--- src/rtl/sram_fifo_pkg.sv ---
// Shared constants for the SRAM-backed show-ahead FIFO and its 1R1W memory.
// Read-during-write mode names select what a same-address read returns.
package sram_fifo_pkg;

  localparam string RDW_NEW_DATA = "NEW_DATA";
  localparam string RDW_OLD_DATA = "OLD_DATA";

endpackage

--- src/rtl/sram_fifo_if.sv ---
// Queue-side port bundle of sram_fifo; the producer/consumer holds the master modport.
// Handshake: enqueue_en is honoured only while full == 0 and dequeue_en only while
// empty == 0; flush_en overrides both. Status outputs are registered.
interface sram_fifo_if #(
  parameter int WIDTH = 64,
  parameter int DEPTH = 8
);

  localparam int CW = $clog2(DEPTH + 1);

  logic             flush_en;
  logic             enqueue_en;
  logic [WIDTH-1:0] enqueue_value;
  logic             full;
  logic             almost_full;
  logic             dequeue_en;
  logic [WIDTH-1:0] dequeue_value;
  logic             empty;
  logic             almost_empty;
  logic [CW-1:0]    count;

  modport master (
    output flush_en, enqueue_en, enqueue_value, dequeue_en,
    input  full, almost_full, dequeue_value, empty, almost_empty, count
  );

  modport slave (
    input  flush_en, enqueue_en, enqueue_value, dequeue_en,
    output full, almost_full, dequeue_value, empty, almost_empty, count
  );

endinterface

--- src/rtl/sram_fifo_sram_1r1w.sv ---
// One-write one-read synchronous SRAM with a registered read port.
// The read register holds its value whenever rd_en is low.
module sram_1r1w
  import sram_fifo_pkg::*;
#(
  parameter int    DATA_WIDTH        = 64,
  parameter int    SIZE              = 8,
  parameter string READ_DURING_WRITE = "NEW_DATA"
) (
  input  logic                    clk,
  input  logic                    wr_en,
  input  logic [$clog2(SIZE)-1:0] wr_addr,
  input  logic [DATA_WIDTH-1:0]   wr_data,
  input  logic                    rd_en,
  input  logic [$clog2(SIZE)-1:0] rd_addr,
  output logic [DATA_WIDTH-1:0]   rd_data
);

  localparam bit NEW_DATA_MODE = (READ_DURING_WRITE == RDW_NEW_DATA);

  logic [DATA_WIDTH-1:0] mem [SIZE];

  always_ff @(posedge clk) begin
    if (wr_en) begin
      mem[wr_addr] <= wr_data;
    end
    if (rd_en) begin
      // Same-address collision forwards the incoming word in NEW_DATA mode.
      if (NEW_DATA_MODE && wr_en && (wr_addr == rd_addr)) begin
        rd_data <= wr_data;
      end else begin
        rd_data <= mem[rd_addr];
      end
    end
  end

endmodule

--- src/rtl/sram_fifo.sv ---
// Show-ahead FIFO over a 1R1W SRAM: the SRAM read register is the head entry,
// refilled by prefetch so a popped entry is replaced with no bubble.
module sram_fifo
  import sram_fifo_pkg::*;
#(
  parameter int WIDTH                  = 64,
  parameter int DEPTH                  = 8,
  parameter int ALMOST_FULL_THRESHOLD  = DEPTH,
  parameter int ALMOST_EMPTY_THRESHOLD = 1
) (
  input logic        clk,
  input logic        rst_n,
  sram_fifo_if.slave q
);

  localparam int PW = $clog2(DEPTH);
  localparam int CW = $clog2(DEPTH + 1);

  logic [PW-1:0] wr_ptr;
  logic [PW-1:0] rd_ptr;
  logic [CW-1:0] count_q;
  logic          head_valid;
  logic          full_q;
  logic          almost_full_q;
  logic          empty_q;
  logic          almost_empty_q;

  logic          enq_acc;
  logic          deq_acc;
  logic          rd_issue;
  logic          head_valid_nxt;
  logic [CW-1:0] sram_count;
  logic [CW-1:0] count_nxt;

  function automatic logic [PW-1:0] ptr_inc(input logic [PW-1:0] p);
    return (p == PW'(DEPTH - 1)) ? '0 : p + 1'b1;
  endfunction

  always_comb begin
    enq_acc        = 1'b0;
    deq_acc        = 1'b0;
    rd_issue       = 1'b0;
    head_valid_nxt = head_valid;
    sram_count     = count_q - CW'(head_valid);
    count_nxt      = count_q;

    enq_acc = rst_n && q.enqueue_en && !full_q && !q.flush_en;
    deq_acc = rst_n && q.dequeue_en && !empty_q && !q.flush_en;

    // With sram_count == 0 the read and write pointers coincide, so a read
    // issued alongside an enqueue picks up the new word via NEW_DATA forwarding.
    rd_issue = (!head_valid || deq_acc) && ((sram_count != '0) || enq_acc) && !q.flush_en;
    head_valid_nxt = rd_issue || (head_valid && !deq_acc);

    case ({enq_acc, deq_acc})
      2'b10:   count_nxt = count_q + 1'b1;
      2'b01:   count_nxt = count_q - 1'b1;
      default: count_nxt = count_q;
    endcase
  end

  always_ff @(posedge clk) begin
    if (!rst_n || q.flush_en) begin
      wr_ptr         <= '0;
      rd_ptr         <= '0;
      count_q        <= '0;
      head_valid     <= 1'b0;
      full_q         <= 1'b0;
      almost_full_q  <= (ALMOST_FULL_THRESHOLD == 0);
      empty_q        <= 1'b1;
      almost_empty_q <= 1'b1;
    end else begin
      if (enq_acc) wr_ptr <= ptr_inc(wr_ptr);
      if (rd_issue) rd_ptr <= ptr_inc(rd_ptr);
      count_q        <= count_nxt;
      head_valid     <= head_valid_nxt;
      full_q         <= (int'(count_nxt) == DEPTH);
      almost_full_q  <= (int'(count_nxt) >= ALMOST_FULL_THRESHOLD);
      empty_q        <= (count_nxt == '0);
      almost_empty_q <= (int'(count_nxt) <= ALMOST_EMPTY_THRESHOLD);
    end
  end

  sram_1r1w #(
    .DATA_WIDTH        (WIDTH),
    .SIZE              (DEPTH),
    .READ_DURING_WRITE (RDW_NEW_DATA)
  ) u_sram (
    .clk     (clk),
    .wr_en   (enq_acc),
    .wr_addr (wr_ptr),
    .wr_data (q.enqueue_value),
    .rd_en   (rd_issue),
    .rd_addr (rd_ptr),
    .rd_data (q.dequeue_value)
  );

  assign q.count        = count_q;
  assign q.full         = full_q;
  assign q.almost_full  = almost_full_q;
  assign q.empty        = empty_q;
  assign q.almost_empty = almost_empty_q;

  // Misuse is reported but not fatal: the dropped/ignored request is defined behaviour.
  always_ff @(posedge clk) begin
    if (rst_n && !q.flush_en) begin
      assert (!(q.enqueue_en && full_q))
        else $warning("sram_fifo: enqueue while full dropped");
      assert (!(q.dequeue_en && empty_q))
        else $warning("sram_fifo: dequeue while empty ignored");
    end
  end

endmodule

--- src/flat_wrapper.sv ---
// flat-port wrapper written by rule: the top's interface ports become plain ports
module sram_fifo_flat import sram_fifo_pkg::*;
#(
  parameter int WIDTH                  = 64,
  parameter int DEPTH                  = 8,
  parameter int ALMOST_FULL_THRESHOLD  = DEPTH,
  parameter int ALMOST_EMPTY_THRESHOLD = 1
)
  (clk, rst_n, q_flush_en, q_enqueue_en, q_enqueue_value, q_dequeue_en, q_full, q_almost_full, q_dequeue_value, q_empty, q_almost_empty, q_count);
  sram_fifo_if #(.WIDTH(WIDTH), .DEPTH(DEPTH)) q_i ();
  input logic clk;
  input logic rst_n;
  input wire logic [$bits(q_i.flush_en)-1:0] q_flush_en;
  input wire logic [$bits(q_i.enqueue_en)-1:0] q_enqueue_en;
  input wire logic [$bits(q_i.enqueue_value)-1:0] q_enqueue_value;
  input wire logic [$bits(q_i.dequeue_en)-1:0] q_dequeue_en;
  output wire logic [$bits(q_i.full)-1:0] q_full;
  output wire logic [$bits(q_i.almost_full)-1:0] q_almost_full;
  output wire logic [$bits(q_i.dequeue_value)-1:0] q_dequeue_value;
  output wire logic [$bits(q_i.empty)-1:0] q_empty;
  output wire logic [$bits(q_i.almost_empty)-1:0] q_almost_empty;
  output wire logic [$bits(q_i.count)-1:0] q_count;
  assign q_i.flush_en = q_flush_en;
  assign q_i.enqueue_en = q_enqueue_en;
  assign q_i.enqueue_value = q_enqueue_value;
  assign q_i.dequeue_en = q_dequeue_en;
  assign q_full = q_i.full;
  assign q_almost_full = q_i.almost_full;
  assign q_dequeue_value = q_i.dequeue_value;
  assign q_empty = q_i.empty;
  assign q_almost_empty = q_i.almost_empty;
  assign q_count = q_i.count;
  sram_fifo #(.WIDTH(WIDTH), .DEPTH(DEPTH), .ALMOST_FULL_THRESHOLD(ALMOST_FULL_THRESHOLD), .ALMOST_EMPTY_THRESHOLD(ALMOST_EMPTY_THRESHOLD)) u_core (.clk(clk), .rst_n(rst_n), .q(q_i));
endmodule
--- config.mk ---
export PLATFORM = sky130hd
export DESIGN_NAME = sram_fifo_flat
export DESIGN_NICKNAME = d
export VERILOG_FILES = /design/src/rtl/sram_fifo_pkg.sv /design/src/rtl/sram_fifo_if.sv /design/src/rtl/sram_fifo_sram_1r1w.sv /design/src/rtl/sram_fifo.sv /design/src/flat_wrapper.sv
export SDC_FILE = /design/constraint.sdc
export NUM_CORES = 1
export LEC_CHECK = 0
export CAP_MARGIN = 10
export CORE_MARGIN = 8
export CORE_UTILIZATION = 40
export DETAILED_ROUTE_END_ITERATION = 16
export PLACE_DENSITY = 0.56
export SLEW_MARGIN = 15
export SYNTH_ARGS = -nofsm -noshare
export SYNTH_HDL_FRONTEND = slang
export SYNTH_HIERARCHICAL = 1
export SYNTH_SLANG_ARGS = --single-unit
--- constraint.sdc ---
create_clock -name clk -period 7.7 [get_ports clk]
set_input_delay 1.155 -clock clk [delete_from_list [all_inputs] [get_ports clk]]
set_output_delay 1.155 -clock clk [all_outputs]
set_load 0.02 [all_outputs]
# Yosys cells after proc, flatten, opt, wreduce, memory -nomap -nowiden
# Memories as Yosys holds them, arrays and structs flattened. A register that Yosys moved wholly into a read port is not among the register bits.
# Index checks and enable logic that the tools add are counted.
# Widths: inputs -> output; s select.
[word_totals]
n_memories = 1
ff_bits = 15
ram_bits = 512
out_inout_bits = 72
[op_classes]
n_reduce_logical = 21
mux = 5
addsub = 5
n_eq_ne = 5
magnitude_cmp = 2
[memory_table]
columns = ["name", "words", "word_bits", "rd", "rd_clocked_by_memory_dff", "write_ports", "line_no", "rtl"]
rows = [
  ["u_core.u_sram.mem", 8, 64, 1, 1, 1, "sram_fifo_sram_1r1w.sv:21", "logic [DATA_WIDTH-1:0] mem [SIZE];"],
]
[op_table]
columns = ["operator", "n"]
rows = [
  ["$logic_and 1x1->1", 9],
  ["$pmux 4 s2", 1],
  ["$add 3x1->3 const B", 2],
  ["$eq 3x3->1 const B", 2],
  ["$logic_not 1->1", 6],
  ["$mux 3", 2],
  ["$add 4x1->4 const B", 1],
  ["$eq 4x4->1 const B", 1],
  ["$ge 4x4->1 const B", 1],
  ["$le 4x1->1 const B", 1],
  ["$logic_not 4->1", 1],
  ["$logic_or 1x1->1", 4],
  ["$reduce_bool 4->1", 1],
  ["$sub 4x1->4", 1],
  ["$sub 4x1->4 const B", 1],
  ["$eq 2x1->1 const B", 1],
  ["$eq 2x2->1 const B", 1],
  ["$mux 1", 2],
]

# Longest topological paths before layout
# Gate-level depths: netlist of the first run.
[depth]
depth_word = 7
mapped_depth = 10
mapped_depth_nobuf = 9

# By module
# The synthesis of the first run kept the hierarchy.
[modules_own_cells]
columns = ["mod", "n_inst", "area_each_um2", "cells_each", "seq_area_each_um2"]
rows = [
  ["sram_1r1w", 1, 21978.6, 891, 17296.6],
  ["sram_fifo", 1, 810.8, 88, 300.3],
]

# Worst setup path after synthesis of the first run
# No wires, ideal clock.
[synth_path]
path_type = "input to register"
startpoint = "in q_enqueue_en"
endpoint = "mem u_core.u_sram.mem[0][0] (enable)"
setup_ns = 0.565
slack_ns = 1.132
t_arrival_ns = 6.004
stages = 6
t_required_ns = 7.135
cell_sequence = "nor2b_1 buf_4 nand2_1 inv_1 nand2b_1 nor3_1"
[synth_via]
elab_chain_cells = 5
[synth_rtl]
columns = ["element", "line_no", "rtl"]
rows = [
  ["from (decl)", "flat_wrapper.sv:14", "input wire logic [$bits(q_i.enqueue_en)-1:0] q_enqueue_en;"],
  ["$logic_and 1x1->1 (3 in series)", "sram_fifo.sv:47", "enq_acc = rst_n && q.enqueue_en && !full_q && !q.flush_en;"],
  ["named net u_core.enq_acc", "sram_fifo.sv:28", "logic enq_acc;"],
  ["$mux 1", "sram_fifo_sram_1r1w.sv:24", "if (wr_en) begin"],
  ["$mux 1 (not written as such)", "sram_fifo_sram_1r1w.sv:25", "mem[wr_addr] <= wr_data;"],
  ["to (decl)", "sram_fifo_sram_1r1w.sv:21", ""],
]
# The timed path passes the listed nets, and every way through them passes these cells.

# Worst setup path in the final report of the first run
[layout_path]
startpoint = "in q_enqueue_en"
endpoint = "mem u_core.u_sram.mem[3][29] (enable)"
# The elaborated chain is that of the path after synthesis.

==> qor.txt, run 1 <==
Area share of the largest cell type after synthesis -> 75.90%
Seq pwr share -> 54.1%
CTS sink cnt -> 591
Post-CTS Hold Buffers -> 0
Area after DPL -> 0.02505 sq mm
Global-route wire length before repair -> 69640 um
Worst path arrival time -> 4.24 ns
Remaining Overflow, GRT -> 0
TNS Setup -> 0 ns
Vias/cell -> 5.134
WHS -> 0.4978 ns
CTS clk-pin slew, worst paths -> 0.06 ns
Sw Share -> 20.15%
Routed WL -> 45260 um
Core footprint -> 0.05639 sq mm
Status -> finished clean
Worst clock skew -> 0.01950 ns
Syn Std Cell Area -> 0.02279 sq mm
Initial drt markers -> 567
GRT Total Usage -> 14.18%
Worst slew pin tran -> 1.138 ns
R2R depth -> 5
Post-CTS Setup Bufs -> 0
Gpl congestion -> 0.6930
Finish-stage setup viols -> 0
Worst hold stages -> 2
Resized Gates After CTS -> 0
Critical path class -> in -> reg
Crit end category -> register
Startpoint types -> primary input
Max Cap Viol -> 0
Port bufs -> 140
Slew Viols, Final -> 0
Syn_area_per_cell -> 23.28 sq um
Relative slew slack -> 23.96%
Nets -> 1229
Initial DRT Pass Iterations -> 4
Worst EP required -> 7.93 ns
Combinational share of power -> 4.5%
Initial core utilization -> 40.42%
Final instance area -> 0.02690 sq mm
Max clock buf depth -> 3
Share of cells above drive strength 1 -> 31.19%
Netlist cell types -> 36
Die Wd -> 254.7 um
H-tree levels -> 2
Clk pwr share -> 41.4%
Seq cells post-synth -> 591
PD cells -> 246.5 mW/mm^2
Final Cycle Share -> 52.16%
Detail Route Antenna Nets -> 0
Seq/Total Area, Yosys -> 77.22%
Most common cell after layout, fill and taps aside -> edfxtp_1
Cell Rows -> 87
Final Core Density -> 47.71%
Die height -> 254.7 um
Wire per inst -> 23.14 um
CTS root buf -> clkbuf_16
Mapped Cells -> 979
CP max FO -> 36
Area grow syn2layout -> 18.05%
DR DRC count -> 0
DP HPWL -> 24670 um
Antenna violations before repair -> 3
Peak VDD IR -> 178.1 uV
Largest net degree at the start of global routing -> 65
Net count after synthesis -> 1055
NetSw -> 1.336 mW
Synth top area cells -> edfxtp_1 (76%), mux4_2 (13%), mux2_2 (6.3%)
Crit path time final -> 4.016 ns
Cell-internal power -> 5.295 mW
Most frequent cells in the layout -> edfxtp_1 (576), clkdlybuf4s50_1 (140), mux4_2 (128), mux2_2 (128), clkbuf_16 (61)
F_max -> 249.0 MHz
Number of global-route vias before repair -> 11113
Clk_lat worst skew -> 0.61 ns
Die ar. -> 0.06487 sq mm
Final hold violation count -> 0
Synth warn -> 6
CTS tree -> built
I/O pins -> 141
Num CTS Buffers -> 60
Unrepaired setup endpoints after global routing -> no
Total number of vias -> 10043
Leading area contributor after synthesis -> edfxtp_1
Hold crit path type -> reg -> reg
Static leakage -> 8.274 nW
## layer usage
layer | global-route usage, % | vias up | wire length (um)
li1 | - | 4467 | -
met1 | 18.95 | 5326 | 20010
met2 | 23.57 | 172 | 22340
met3 | 3.107 | 74 | 1992
met4 | 3.542 | 4 | 895
met5 | 0 | - | 27
## power groups by stage
stage          Combinational [mW]  Sequential, mW  Clock, mW
6_report                    0.296            3.59       2.75
5_1_grt                     0.322            3.59       2.96
4_1_cts                     0.305            3.59       2.83
3_5_place_dp                0.303            3.66          0
3_3_place_gp                0.300            3.66          0
2_1_floorplan               0.129            3.68          0
## critical path: stages
cell and delay [ns]:
clkdlybuf4s50_1 0.48, nor2b_1 0.45, nand2_1 0.18, inv_1 0.13
nand2b_1 0.22, nor2_4 0.92, buf_4 0.67
## logic make-up after synthesis
| group | synth area share (%) |
|---|---|
| buffers and inverters | 1.345 |
| and+or+nand+nor | 1.153 |
| DFF | 77.22 |
| adders and majority gates | 0.3843 |
| AOI/OAI and AO/OA | 0.4338 |
| xor gates and xnor gates | 0.4063 |
| muxes | 19.06 |
## flip-flops by register name, indices dropped and copies added (netlist names)
| name | count |
|---|---|
| u_core/head_valid | 1 |
| u_core/u_sram/rd_data | 64 |
| u_core/rd_ptr | 3 |
| u_core/q.full | 1 |
| u_core/q.empty | 1 |
| u_core/q.almost_full | 1 |
| u_core/u_sram/mem | 512 |
| u_core/q.almost_empty | 1 |
| u_core/wr_ptr | 3 |
| u_core/q.count | 4 |
## cells in the mapped netlist, drive strengths merged
library cell and number:
a211oi 1, a21boi 1, a21oi 7, a31o 2, a31oi 1, and2b 1, and4b 1, buf 30
clkbuf 16, dfxtp 15, edfxtp 576, ha 7, inv 5, mux2 128, mux2i 2, mux4 128
nand2 10, nand2b 5, nand3 1, nand4 2, nand4bb 1, nor2 16, nor2b 2, nor3 4
o2111ai 1, o311ai 1, o31ai 1, or3 2, or3b 3, xnor2 5, xnor3 1, xor2 3
## area by class of cell
class                           count  area, sq um
Clock inverter                     34        274.0
Timing Repair Buffer              158         1536
Multi-Input combinational cell    337         4941
Inverter                            5        20.02
Antenna cell                        1        2.502
Tap cell                          756        945.9
Clock buffer                       74         1575
Fill cell                        4670        29480
Sequential cell                   591        17610
## through the flow
stage	cells	power (mW)	worst slack (ns)
global placement	1847	3.957	3.102
detailed placement	1847	3.961	3.047
finish	1956	6.631	3.684
CTS	1955	6.726	3.679
floorplan	979	3.812	1.132
global route	1955	6.870	3.480
## path summary, 6_finish.rpt
check,start,endpoint,slack (ns)
setup / recovery,q_enqueue_en,u_core/u_sram/mem[3][29]$_DFFE_PP_,3.68
hold / removal,u_core/head_valid$_SDFF_PP0_,u_core/head_valid$_SDFF_PP0_,0.50
setup reg to reg,u_core/rd_ptr[0]$_SDFFE_PP0P_,u_core/u_sram/rd_data[38]$_DFFE_PP_,4.25
hold reg to reg,u_core/head_valid$_SDFF_PP0_,u_core/head_valid$_SDFF_PP0_,0.50
(Power assumes the default switching activity.)
==> run 2, diff against run 1 <==
==> constraint.sdc (replaced) <==
create_clock -name clk -period 4.1 [get_ports clk]
set_input_delay 0.615 -clock clk [delete_from_list [all_inputs] [get_ports clk]]
set_output_delay 0.615 -clock clk [all_outputs]
set_load 0.02 [all_outputs]
==> run 2 against run 1 <==
  * Count of clock-buffer cells in the layout down 3
  * Hold slack worse by 0.019 ns
  * Via count increased by 2.2%
  * Cell area rose by 0.34%
==> qor.txt, run 2 (synthesized netlist as in run 1, its figures left out) <==
Die height -> 254.7 um
Post-CTS Setup Bufs -> 0
Detail Route Antenna Nets -> 0
Unrepaired setup endpoints after global routing -> no
Initial DRT Pass Iterations -> 4
GRT Total Usage -> 14.59%
Port bufs -> 140
R2R depth -> 7
Post-CTS Hold Buffers -> 0
Total number of vias -> 10259
Clk pwr share -> 39.9%
Nets -> 1232
Core footprint -> 0.05639 sq mm
Crit path time final -> 2.988 ns
Initial core utilization -> 40.42%
Max clock buf depth -> 3
Worst path arrival time -> 3.32 ns
Max reg flops -> 512
Clk_lat worst skew -> 0.60 ns
Share of cells above drive strength 1 -> 30.88%
R2r endpoint -> u_core/u_sram/rd_data[29]$_DFFE_PP_
CP max FO -> 27
Startpoint types -> register
F_max -> 334.6 MHz
Final Core Density -> 47.88%
Largest net degree at the start of global routing -> 131
Die Wd -> 254.7 um
R2R setup slack -> 1.11 ns
Seq pwr share -> 55.4%
Critical hold path startpoint -> u_core/head_valid$_SDFF_PP0_
Most frequent cells in the layout -> edfxtp_1 (576), clkdlybuf4s50_1 (140), mux4_2 (128), mux2_2 (128), clkbuf_16 (59)
Reg2reg start -> u_core/q.count[0]$_SDFF_PP0_
Reg with most FFs -> u_core/u_sram/mem
Hold endpoint -> u_core/head_valid$_SDFF_PP0_
Finish-stage setup viols -> 0
Critical path class -> reg -> reg
CTS tree -> built
PD cells -> 450.9 mW/mm^2
H-tree levels -> 2
Initial drt markers -> 669
Most common cell after layout, fill and taps aside -> edfxtp_1
Final hold violation count -> 0
Worst slew pin tran -> 0.9843 ns
Sw Share -> 20.14%
NetSw -> 2.451 mW
Vias/cell -> 5.253
Antenna violations before repair -> 5
Worst clock skew -> 0.02323 ns
I/O pins -> 141
Remaining Overflow, GRT -> 0
Critical path launch point -> u_core/q.count[0]$_SDFF_PP0_
Cell Rows -> 87
Slew Viols, Final -> 0
Global-route wire length before repair -> 70800 um
Status -> finished clean
Combinational share of power -> 4.7%
Gpl congestion -> 0.7102
Worst hold stages -> 2
CTS clk-pin slew, worst paths -> 0.06 ns
Wire per inst -> 24.17 um
Static leakage -> 8.275 nW
Cell-internal power -> 9.721 mW
Area grow syn2layout -> 18.46%
Final Cycle Share -> 72.89%
Peak VDD IR -> 294.4 uV
WHS -> 0.4789 ns
DR DRC count -> 0
Die ar. -> 0.06487 sq mm
CTS root buf -> clkbuf_16
Worst EP required -> 4.43 ns
Max Cap Viol -> 0
DP HPWL -> 23940 um
Hold crit path type -> reg -> reg
Crit end category -> register
Resized Gates After CTS -> 0
Routed WL -> 47210 um
Relative slew slack -> 34.38%
Num CTS Buffers -> 58
Number of global-route vias before repair -> 11191
CTS sink cnt -> 591
Fillers -> 4672
run 2: cell types whose count changed in the layout (fill, tap and decap cells not counted), sizes merged:
cell      previous run  this run
diode                1         2
clkinvlp             3         1
clkbuf              74        71
clkinv              27        25
bufinv               4         2
buf                 18        23
run 2: metrics by stage:
step / worst slack (ns) / area, sq um / power [mW] / std cells / TNS, ns
floorplan: -0.2111 / 22800 / 7.158 / 979 / -79.47
global placement: 0.7598 / 25290 / 7.443 / 1852 / 0
detailed placement: 0.7228 / 25290 / 7.455 / 1852 / 0
CTS: 1.070 / 26990 / 12.35 / 1951 / 0
global route: 0.9413 / 26990 / 12.59 / 1951 / 0
finish: 1.112 / 27000 / 12.17 / 1953 / 0
run 2: critical path, cell delays in order, from the launching register on:
cell      delay [ns]
dfxtp_1         0.45
inv_1           0.12
ha_1            0.29
or3b_2          0.43
a211oi_1        0.24
or3b_1          0.29
clkinv_2        0.51
buf_12          0.38
run 2: cell type report:
| cell class | count | area [sq um] | share of cell area [%] |
|---|---|---|---|
| Clock inverter | 28 | 180.2 | 0.6674 |
| Multi-Input combinational cell | 337 | 4954 | 18.35 |
| Sequential cell | 591 | 17610 | 65.23 |
| Clock buffer | 71 | 1521 | 5.636 |
| Antenna cell | 2 | 5.005 | 0.01854 |
| Timing Repair Buffer | 163 | 1762 | 6.526 |
| Tap cell | 756 | 945.9 | 3.504 |
| Inverter | 5 | 20.02 | 0.07416 |
run 2: worst max path at each step:
stage / endpoint / slack, ns / cells after the start
CTS: u_core/u_sram/rd_data[29]$_DFFE_PP_ / 1.07 / 7
global route: u_core/u_sram/rd_data[35]$_DFFE_PP_ / 0.94 / 7
finish: u_core/u_sram/rd_data[29]$_DFFE_PP_ / 1.11 / 7
floorplan: u_core/u_sram/mem[1][0]$_DFFE_PP_ / -0.21 / 6
global placement: u_core/u_sram/rd_data[29]$_DFFE_PP_ / 0.76 / 8
detailed placement: u_core/u_sram/rd_data[29]$_DFFE_PP_ / 0.72 / 8
run 2: routing by layer:
| layer | wire [um] | global-route usage (%) |
|---|---|---|
| met5 | 55 | 0 |
| met4 | 793 | 3.412 |
| met3 | 2633 | 3.484 |
| met2 | 23300 | 24.47 |
| met1 | 20430 | 19.20 |
run 2: power by group through the flow:
| stage | sequential, mW | clock (mW) | combinational [mW] |
|---|---|---|---|
| 3_5_place_dp | 6.87 | 0 | 0.580 |
| 2_1_floorplan | 6.91 | 0 | 0.243 |
| 3_3_place_gp | 6.87 | 0 | 0.569 |
| 6_report | 6.75 | 4.86 | 0.566 |
| 4_1_cts | 6.75 | 5.02 | 0.582 |
| 5_1_grt | 6.75 | 5.23 | 0.613 |
